$ cat src/rtl/div_share_sched.sv
// Round-robin scheduler sharing one restoring divide step (one quotient bit per clock) among NREQ requesters.
// Optional DIV_SHARE_ZERO_FAST_EN: zero-divisor requests complete in one cycle and flag rsp_dz.
module div_share_sched #(
    parameter int NREQ  = 4,
    parameter int WIDTH = 32,
    parameter int IDW   = 2
) (
    input  logic                  clk,
    input  logic                  rst_n,
    input  logic [NREQ-1:0]       req_valid,
    output logic [NREQ-1:0]       req_ready,
    input  logic [NREQ*WIDTH-1:0] req_a,
    input  logic [NREQ*WIDTH-1:0] req_b,
    output logic                  rsp_valid,
    input  logic                  rsp_ready,
    output logic [IDW-1:0]        rsp_id,
    output logic [WIDTH-1:0]      rsp_q,
    output logic [WIDTH-1:0]      rsp_r,
`ifdef DIV_SHARE_ZERO_FAST_EN
    output logic                  rsp_dz,
`endif
    output logic                  busy
);
    localparam int CNTW = $clog2(WIDTH);

    typedef enum logic [1:0] {S_IDLE, S_RUN, S_DONE} state_t;

    state_t           state_q;
    logic [IDW-1:0]   rr_q, id_q, rsp_id_q;
    logic [WIDTH-1:0] b_q, quo_q, rem_q, rsp_q_q, rsp_r_q;
    logic [CNTW-1:0]  cnt_q;
    logic             rsp_valid_q;
    logic             rsp_dz_q;

    logic             found;
    logic [IDW-1:0]   gid, rr_d;
    logic [NREQ-1:0]  grant;
    int unsigned      idx;
    logic [WIDTH-1:0] a_sel, b_sel;

    logic [WIDTH:0]   partial;
    logic [WIDTH+1:0] diff;
    logic             borrow;
    logic [WIDTH-1:0] rem_d, quo_d;

    // First valid requester at or after rr_q, wrapping.
    always_comb begin
        found = 1'b0;
        gid   = '0;
        idx   = 0;
        grant = '0;
        for (int unsigned k = 0; k < NREQ; k++) begin
            idx = 32'(rr_q) + k;
            if (idx >= NREQ) idx = idx - NREQ;
            if (!found && req_valid[idx]) begin
                found = 1'b1;
                gid   = IDW'(idx);
            end
        end
        if (found) grant[gid] = 1'b1;
        rr_d  = (32'(gid) == NREQ - 1) ? '0 : gid + 1'b1;
        a_sel = req_a[32'(gid)*WIDTH +: WIDTH];
        b_sel = req_b[32'(gid)*WIDTH +: WIDTH];
    end

    // rst_n gating keeps req_ready at zero while reset is held even with valids pending.
    assign req_ready = (state_q == S_IDLE && rst_n) ? grant : '0;

    // Partial remainder widened by one bit so divisors >= 2^(WIDTH-1) never overflow.
    always_comb begin
        partial = {rem_q, quo_q[WIDTH-1]};
        diff    = {1'b0, partial} - {2'b00, b_q};
        borrow  = diff[WIDTH+1];
        rem_d   = borrow ? partial[WIDTH-1:0] : diff[WIDTH-1:0];
        quo_d   = {quo_q[WIDTH-2:0], ~borrow};
    end

    always_ff @(posedge clk or negedge rst_n) begin
        if (!rst_n) begin
            state_q     <= S_IDLE;
            rr_q        <= '0;
            id_q        <= '0;
            b_q         <= '0;
            quo_q       <= '0;
            rem_q       <= '0;
            cnt_q       <= '0;
            rsp_valid_q <= 1'b0;
            rsp_id_q    <= '0;
            rsp_q_q     <= '0;
            rsp_r_q     <= '0;
            rsp_dz_q    <= 1'b0;
        end else begin
            case (state_q)
                S_IDLE: begin
                    if (found) begin
                        id_q  <= gid;
                        b_q   <= b_sel;
                        quo_q <= a_sel;
                        rem_q <= '0;
                        cnt_q <= CNTW'(WIDTH - 1);
                        rr_q  <= rr_d;
`ifdef DIV_SHARE_ZERO_FAST_EN
                        if (b_sel == '0) begin
                            rsp_q_q     <= '1;
                            rsp_r_q     <= a_sel;
                            rsp_id_q    <= gid;
                            rsp_valid_q <= 1'b1;
                            rsp_dz_q    <= 1'b1;
                            state_q     <= S_DONE;
                        end else begin
                            state_q <= S_RUN;
                        end
`else
                        state_q <= S_RUN;
`endif
                    end
                end
                S_RUN: begin
                    rem_q <= rem_d;
                    quo_q <= quo_d;
                    if (cnt_q == '0) begin
                        rsp_q_q     <= quo_d;
                        rsp_r_q     <= rem_d;
                        rsp_id_q    <= id_q;
                        rsp_valid_q <= 1'b1;
                        rsp_dz_q    <= 1'b0;
                        state_q     <= S_DONE;
                    end else begin
                        cnt_q <= cnt_q - 1'b1;
                    end
                end
                S_DONE: begin
                    if (rsp_ready) begin
                        rsp_valid_q <= 1'b0;
                        rsp_dz_q    <= 1'b0;
                        state_q     <= S_IDLE;
                    end
                end
                default: state_q <= S_IDLE;
            endcase
        end
    end

    assign rsp_valid = rsp_valid_q;
    assign rsp_id    = rsp_id_q;
    assign rsp_q     = rsp_q_q;
    assign rsp_r     = rsp_r_q;
    assign busy      = (state_q != S_IDLE);
`ifdef DIV_SHARE_ZERO_FAST_EN
    assign rsp_dz    = rsp_dz_q;
`else
    logic unused_dz;
    assign unused_dz = rsp_dz_q;
`endif

endmodule
$ cat config.mk
export PLATFORM = sky130hd
export DESIGN_NAME = div_share_sched
export DESIGN_NICKNAME = d
export VERILOG_FILES = /design/src/rtl/div_share_sched.sv
export SDC_FILE = /design/constraint.sdc
export NUM_CORES = 1
export LEC_CHECK = 0
export ABC_AREA = 1
export CAP_MARGIN = 0
export CORE_ASPECT_RATIO = 1.25
export CORE_UTILIZATION = 40
export CTS_BUF_LIST = sky130_fd_sc_hd__clkbuf_4 sky130_fd_sc_hd__clkbuf_8
export DETAILED_ROUTE_END_ITERATION = 8
export GPL_ROUTABILITY_DRIVEN = 0
export PLACE_DENSITY = 0.69
export RECOVER_POWER = 25
export SLEW_MARGIN = 40
export SYNTH_ARGS = -nofsm -noshare
export SYNTH_HDL_FRONTEND = slang
export SYNTH_SLANG_ARGS = --single-unit
export TNS_END_PERCENT = 10
$ cat constraint.sdc
create_clock -name clk -period 2.6 [get_ports clk]
set_input_delay 0.39 -clock clk [delete_from_list [all_inputs] [get_ports clk]]
set_output_delay 0.39 -clock clk [all_outputs]
set_load 0.005 [all_outputs]
==> flow_summary_export.csv <==
group,metric,value,unit
outcome,result_of_the_run,"finished with violations",
outcome,violations,"capacitance limit, slew limit, setup timing",
power,net_sw_share,52.50,%
drt,drc_errors,0,
final_layout,final_cell_area,17560,µm²
timing,slew_viol_final,123,
critical_path,cell_type_group_with_the_largest_total_delay_on_the_critical_path,"buffers and inverters",
run,max-cap-violations,1,
critical_path,crit_path_cell_trace,"clkinvlp_4 -> buf_6 -> nand2_2 -> nand2_1 -> nand2_1 -> nand2_2 -> a21oi_2 -> nand2_2 -> nand2_4 -> inv_4 -> buf_12 -> ha_4 -> nand3_2 -> inv_1 -> buf_2",
synth,synth.distinct_cells,36,
placement,place_area,16750,µm²
timing,min_period_over_period,110.2,%
drt,firstDrtPassIters,6,
timing,rsz_0062_raised_after_global_routing,"yes",
power,seq_power_share,18.7,%
drt,routed-via-count,13847,
timing,fmaxAchievable,349.0,MHz
clock_tree,cts_root_buf,"clkbuf_8",
drt,detail_route.wl_per_cell,15.89,µm
power,leakagePower,9.364,nW
synth,postSynthAreaPerCell,6.321,µm²
critical_path,cp.arrival,2480,ps
grt,grt_start_max_net_pins,123,
placement,port-buffer-count,334,
power,clock_power_share,7.8,%
clock_tree,clock_tree_from_tritoncts,"yes",
synth,netlist_area,12730,µm²
timing,finalWorstSetupSlack,-265.7,ps
synth,post_synthesis_net_count,2316,
timing,timing_hold_violations_final,0,
final_layout,antennaDiodeCount,0,
final_layout,layout_common_cells,"708 x nand2_1, 368 x inv_1, 329 x clkdlybuf4s50_1",
drt,drt_wirelength,44.11,mm
synth,postSynthRegisterBits,174,
placement,post-dp-hpwl,34.30,mm
synth,yosys_most_used_dff,"dfrtp_1",
grt,groute.usage.overall,27.66,%
final_layout,multi_input_gate_area,6664,µm²
clock_tree,cts_inserted_buffers,17,
die,design.die.area,32550,µm²
critical_path,required,2210,ps
clock_tree,cts_max_level,4,
die,num_rows,72,
die,fp.coreArea,31170,µm²
final_layout,commonest_non_fill_non_tap_cell_in_the_layout,"nand2_1",
grt,grt_overflow_total,0,
power,irDropWorstVdd,1082,µV
timing,min_period,2866,ps
die,start_util,40.84,%
timing,slew_hr,-11.78,%
clock_tree,clk_latency,490,ps
hold_path,path_category_of_the_worst_min_delay_check,"in2async",
placement,placement.setup.worst_slack,-342.6,ps
synth,ys_async_sr_fraction,100.0,%
drt,route.antenna.remaining_nets,0,
synth,syn-instance-count,2014,
grt,grt_pass1_wl,70.43,mm
timing,timing_worst_slew_pin_value,1677,ps
synth,number_of_enable_flip_flop_cells_after_synthesis,0,
critical_path,timing.critical_path.to_type,"output pin",
final_layout,area.sequential,4355,µm²
power,power.internal,12.44,mW
power,combPwrFrac,73.4,%
final_layout,nNetsFinal,2657,
critical_path,timing.critical_path.from_type,"flip-flop",
final_layout,area_delta_synth_final,37.93,%
critical_path,cp_most_frequent_cell,"nand2_2",
drt,post_drt_via_cell_ratio,4.990,
power,power.density_cell_area,1491,nW/µm²
drt,drtIter0Drc,874,
final_layout,fill_cells,3086,
final_layout,drive_above_1_share,7.137,%
grt,vias_in_the_first_global_route,13853,
critical_path,timing.critical_path.buf_inv,6,
clock_tree,holdBufCountCts,0,
grt,grt_antenna_before_repair,0,
die,io_pins,335,
clock_tree,clock_sink_count,174,
critical_path,critical_path.slowest_cell,"dfrtp_2",
power,report.power.total,26.18,mW
synth,seq_area_frac_synth,34.20,%
critical_path,timing.setup.critical_path_class,"reg2out",
critical_path,critical-path-max-stage-delay,530,ps
synth,yosysWarningCount,0,
timing,finClkSkew,27.13,ps
die,die_h,201.5,µm
timing,setup_viol,4,
clock_tree,cts.reportedPaths.clkPinSlew,110,ps
die,dieWidth,161.6,µm
power,netSwitchingPower,13.75,mW
timing,hold_ws,34.67,ps
critical_path,cp_max_fo,8,
clock_tree,cts.path.max_buffers,2,
worst paths after layout:
| check | startpoint | endpoint | slack (ps) | cells after the start |
|---|---|---|---|---|
| setup / recovery | rr_q[0] | req_ready[3] | -270 | 15 |
| hold / removal | rst_n | rsp_r[15] | 30 | 2 |
| setup reg to reg | rr_q[0] | b_q[8] | 0 | 14 |
| hold reg to reg | rsp_r[14] | rsp_r[14] | 480 | 2 |
| max in group asynchronous | rst_n | rr_q[0] | 1000 | 2 |
| min in group clk | rsp_r[14] | rsp_r[14] | 480 | 2 |
metal layers:
layer | GRT usage (%) | routed length (µm)
met3 | 5.030 | 2305
met5 | 0 | 0
met4 | 15.13 | 2391
met2 | 49.21 | 22180
met1 | 30.96 | 17230
worst register-to-register path, cell delays in order, from the launching register on:
cell        delay, ps
dfrtp_2           530
clkinvlp_4        200
buf_6             150
nand2_2            50
nand2_1            40
nand2_1            80
nand2_2            70
a21oi_2           140
nand2_2            90
nand2_4           120
buf_4             330
buf_12            270
nand2_1           160
nand3_1           160
nand3_1           100
power by group through the flow:
stage | Sequential (mW) | Combinational, mW | Clock, mW
3_3_place_gp | 4.90 | 17.7 | 0
3_5_place_dp | 4.92 | 18.1 | 0
6_report | 4.90 | 19.2 | 2.05
5_1_grt | 5.03 | 21.6 | 2.22
2_1_floorplan | 4.73 | 12.4 | 0
4_1_cts | 4.89 | 18.7 | 2.12
repair_timing:
item | CTS | global route
gates cloned | 1 | 0
gates resized for setup | 45 | 37
setup buffers | 13 | 4
endpoints found under the setup margin | 4 | 132
pin swaps | 15 | 14
state kept, by name, indices dropped and copies added (netlist names):
register,cells
b_q,32
cnt_q,5
id_q,2
quo_q,32
rem_q,32
rr_q,2
rsp_id,2
rsp_q,32
rsp_r,32
rsp_valid,1
state_q,2
cell families after synthesis:
logic type / synth area share, %
fa+ha+maj: 3.892
simple gates: 40.70
xor+xnor: 1.170
buf+inv: 14.57
compound gates: 5.465
flops: 34.20
final cells by class:
class                           instances  area share [%]
Sequential cell                       174           24.81
Inverter                              378           8.152
Clock inverter                         15           1.261
Tap cell                              407           2.900
Timing Repair inverter                  1         0.04276
Timing Repair Buffer                  410           23.55
Multi-Input combinational cell       1373           37.95
Clock buffer                           17           1.333
cells in the mapped netlist (2+ instances only):
| library cell | number | area share (%) |
|---|---|---|
| nand3_2 | 3 | 0.24 |
| inv_2 | 6 | 0.18 |
| or2_0 | 26 | 1.3 |
| buf_1 | 3 | 0.088 |
| a21oi_1 | 29 | 1.1 |
| nand3b_1 | 21 | 1.2 |
| ha_1 | 38 | 3.7 |
| o21ai_1 | 8 | 0.31 |
| nand4_1 | 29 | 1.4 |
| o21bai_1 | 4 | 0.24 |
| nor2_4 | 2 | 0.18 |
| o21a_1 | 2 | 0.12 |
| clkbuf_1 | 31 | 0.91 |
| nand2_1 | 716 | 21 |
| inv_1 | 371 | 11 |
| nand3_1 | 308 | 12 |
| nor3_1 | 8 | 0.31 |
| xor2_1 | 9 | 0.62 |
| buf_6 | 2 | 0.18 |
| o21ai_0 | 53 | 2.1 |
| nor2_1 | 57 | 1.7 |
| dfrtp_1 | 174 | 34 |
| buf_2 | 46 | 1.8 |
| o22ai_1 | 31 | 1.5 |
| xnor2_1 | 8 | 0.55 |
| nand2_4 | 4 | 0.35 |
| or2_1 | 4 | 0.20 |
| nor2_2 | 3 | 0.15 |
| nand2_2 | 4 | 0.20 |
| and3_1 | 2 | 0.098 |
| buf_4 | 7 | 0.41 |
through the flow:
stage | setup TNS (ps) | utilization, % | instances
after floorplan | 0 | - | 2014
after global placement | -5882 | 53.73 | 2725
after detailed placement | -12000 | 53.73 | 2725
after CTS | -848.6 | 55.83 | 2771
after global routing | -4953 | 56.33 | 2775
final | -902.9 | 56.33 | 2775
Note: power is estimated with default switching activity, not from simulation.
==> patch 1 (config.mk and constraints unchanged) <==
Set the parameter `IDW` to 1 (it was 2).
--- a/src/rtl/div_share_sched.sv
+++ b/src/rtl/div_share_sched.sv
@@ -3,7 +3,7 @@
 module div_share_sched #(
     parameter int NREQ  = 4,
     parameter int WIDTH = 32,
-    parameter int IDW   = 2
+    parameter int IDW   = 1
 ) (
     input  logic                  clk,
     input  logic                  rst_n,
Interface: changed (resized rsp_id); port bits go from 335 to 334. The function was not compared with the original's and may differ.
==> patch 1 against the original RTL <==
  * Utilization decreased by 4.3 points
  * Clock power decreased by 15%
  * Worst setup slack improved by 420 ps
  * Sequential cell count decreased by 3
  * Final area decreased by 26%
  * Routed wire length decreased by 35%
  * Power decreased by 27%
  * Area after synthesis decreased by 20%
==> patch 1: results (changes against the original RTL) <==
Power and ir drop
  • IR drop worst, VDD: 0.000579 V (was 0.00108 V)

Final layout
  • # fillers: 2517 (was 3086)
  • Non-Filler Instances: 2011 (was 2775)

Routing
  • Per-cell routed wire length: 14.3 µm (was 15.9 µm)
  • Vias per inst: 4.80 (was 4.99)
  • Met3 WL: 2.24 mm (was 2.31 mm)

Placement
  • Port Buffers: 203 (was 334)
  • Final HPWL DP: 21.5 mm (was 34.3 mm)

Worst setup path
  • CP max FO: 4 (was 8)
  • Worst EP arrival: 2840 ps (was 2480 ps)
  • Reg2reg setup slack: 160 ps (was 0 ps)

Timing
  • Max_slew headroom: 11.9% (was -11.8%)
  • Clock Skews: 15.7 ps (was 27.1 ps)

Job
  • Max_cap viols: 0 (was 1)

Outcome
  • Status: complete, no violations (was finished with violations)

Clock tree
  • Hold buffers post-CTS: 1 (was 0)
  • Worst-Skew Late Latency: 470 ps (was 490 ps)
  • Postcts setup bufs: 1 (was 13)

Synth
  • Post-Synth XOR/XNOR Area: 1.29% (was 1.17%)
  • Top cells by area, synth: dfrtp_1, nand2_1, inv_1 (was dfrtp_1, nand2_1, nand3_1)
  • Post-synthesis compound-gate area fraction: 9.48% (was 5.46%)
  • Synthesized-area fraction occupied by adder cells: 4.36% (was 3.89%)
  • Netlist cell types: 41 (was 36)
  • Sequential share of the synthesized area: 41.9% (was 34.2%)

GRT
  • First-pass GRT wire length: 47.4 mm (was 70.4 mm)
  • Met3 Use GR: 7.75% (was 5.03%)
  • Largest net degree at the start of global routing: 96 (was 123)
-- patch 1: worst min-delay path by stage --
stage,start,endpoint,slack [ps]
after floorplan,rst_n,b_q[0],90
final,rst_n,rem_q[9],330
after detailed placement,rst_n,rsp_r[5],270
after global routing,rst_n,rem_q[8],320
after global placement,rst_n,rsp_r[5],270
after CTS,rst_n,rem_q[9],310
-- patch 1: area by class of cell --
| class | count | share of cell area [%] |
|---|---|---|
| Clock buffer | 20 | 2.01 |
| Clock inverter | 12 | 0.698 |
| Inverter | 213 | 6.13 |
| Multi-Input combinational cell | 1024 | 37.1 |
| Sequential cell | 171 | 32.7 |
| Tap cell | 335 | 3.21 |
| Timing Repair Buffer | 236 | 18.1 |
-- patch 1: where the power goes --
group          internal, µW  leakage [µW]  total (µW)  switching (µW)
combinational          4900       0.00447       12600            7700
sequential             4000       0.00213        4640             632
clock                   718      0.000175        1740            1020
==> patch 2 (same flow settings) <==
Without the edit above. Reset style: synchronous (`rst_n`), changed in one clocked block.
--- a/src/rtl/div_share_sched.sv
+++ b/src/rtl/div_share_sched.sv
@@ -75,7 +75,7 @@
         quo_d   = {quo_q[WIDTH-2:0], ~borrow};
     end
 
-    always_ff @(posedge clk or negedge rst_n) begin
+    always_ff @(posedge clk) begin
         if (!rst_n) begin
             state_q     <= S_IDLE;
             rr_q        <= '0;
Check against the original RTL: differs if rst_n is asserted again (counterexample within 4 cycles, from zero or initial values and one cycle with rst_n low); with rst_n held inactive, the same outputs for 10 cycles.
==> patch 2 against the original RTL <==
  * The run ends with setup timing left
  * Final area decreased by 1.7%
  * Hold slack gained 430 ps
  * Clock power grew 2%
  * Maximum frequency increased by 5.3%
  * Worst setup slack improved by 140 ps
  * Via count grew 1.2%
  * Power shrank 13%
  * Sequential cell count stayed put
  * Routed wire length decreased by 1.4%
  * Area after synthesis decreased by 3.7%
  * Combinational power down 12%
  * Largest cell class unchanged
==> patch 2: results (changes against the original RTL) <==
Die
  • Num tapcells: 401 (was 407)

Power and ir drop
  • Logic pwr share: 74.1% (was 73.4%)
  • Leak pwr: 0.00855 µW (was 0.00936 µW)
  • Sequential power: 3820 µW (was 4900 µW)
  • Total power draw: 22800 µW (was 26200 µW)
  • P_int: 10900 µW (was 12400 µW)

Final layout
  • Signal buffers: 412 (was 410)
  • Multi-input gate area: 7260 µm² (was 6660 µm²)
  • Sequential fraction of total cell area: 20.2% (was 24.8%)
  • Logic inverters: 366 (was 379)
  • Multi-In Gates: 1408 (was 1373)
  • Non-clock buffering overhead: 24.2% (was 23.6%)
  • Number of clock buffers in the layout: 19 (was 17)

Synth
  • Ys async rst share: 0% (was 100%)
  • Netlist cell types: 42 (was 36)
  • Most frequent cells after synthesis: nand2_1, inv_1, a21oi_1, dfxtp_1, nand3_1 (was nand2_1, inv_1, nand3_1, dfrtp_1, nor2_1)
  • Post-Syn Instances: 2050 (was 2014)
  • Top cells by area, synth: dfxtp_1, nand2_1, inv_1 (was dfrtp_1, nand2_1, nand3_1)

Outcome
  • Status: finished with violations (unchanged)
  • Failing checks: setup timing (was capacitance limit, slew limit, setup timing)

GRT
  • First-pass GRT wire length: 66.2 mm (was 70.4 mm)
  • Vias in the first global route: 13100 (was 13900)

Routing
  • Met3 WL: 2.39 mm (was 2.31 mm)
  • 1st-pass router iterations: 5 (was 6)
  • Met2 routed WL: 21.4 mm (was 22.2 mm)
  • Vias: 14000 (was 13800)
  • Iteration-0 DRC Markers: 818 (was 874)
  • Metal-1 WL: 16.9 mm (was 17.2 mm)

Placement
  • Final HPWL DP: 32.6 mm (was 34.3 mm)
  • Post-place setup slack: -310 ps (was -343 ps)

Timing
  • Setup Viol. Count Final: 5 (was 4)
  • Clock Skews: 11.9 ps (was 27.1 ps)
  • Setup ws final: -122 ps (was -266 ps)
  • Setup TNS: -433 ps (was -903 ps)

Worst setup path
  • CP top delay family: simple AND/OR/NAND/NOR gates (was buffers and inverters)
  • Critical path launch point: rr_q[0] (unchanged)
  • Max incr delay on CP: 400 ps (was 530 ps)
  • CP max FO: 4 (was 8)

Hold path
  • Hold/Removal Path Class: reg2reg (was in2async)

Clock tree
  • # resized after CTS: 61 (was 45)
==> patch 2: cell count changes in the layout (fill, tap and decap cells not counted), sizes merged, moves of 33 or more <==
cell | unedited run | this run
a21oi | 29 | 175
clkdlybuf4s50 | 329 | 294
dfrtp | 174 | 0
dfxtp | 0 | 174
dlygate4sd3 | 0 | 35
nand3 | 311 | 107
o211ai | 0 | 33
==> patch 2: logic make-up (layout without fill, tap and decap cells) <==
kind of cell | after synthesis | after routing | synth area share (%)
XOR/XNOR | 17 | 17 | 1.21
other | 0 | 1 | 0
flip-flops | 174 | 174 | 28.4
AND/OR/NAND/NOR | 984 | 984 | 34.4
buffers and inverters | 468 | 810 | 15.1
adder cells (fa/ha/maj) | 39 | 39 | 4.04
AO/OA/AOI/OAI | 368 | 368 | 16.8
==> patch 2: final timing paths <==
path | end | slack [ps] | depth (start not counted)
max | req_ready[0] | -120 | 14
min reg2reg | rsp_q[12] | 460 | 2
max reg2reg | b_q[6] | -10 | 16
min | rsp_q[12] | 460 | 2
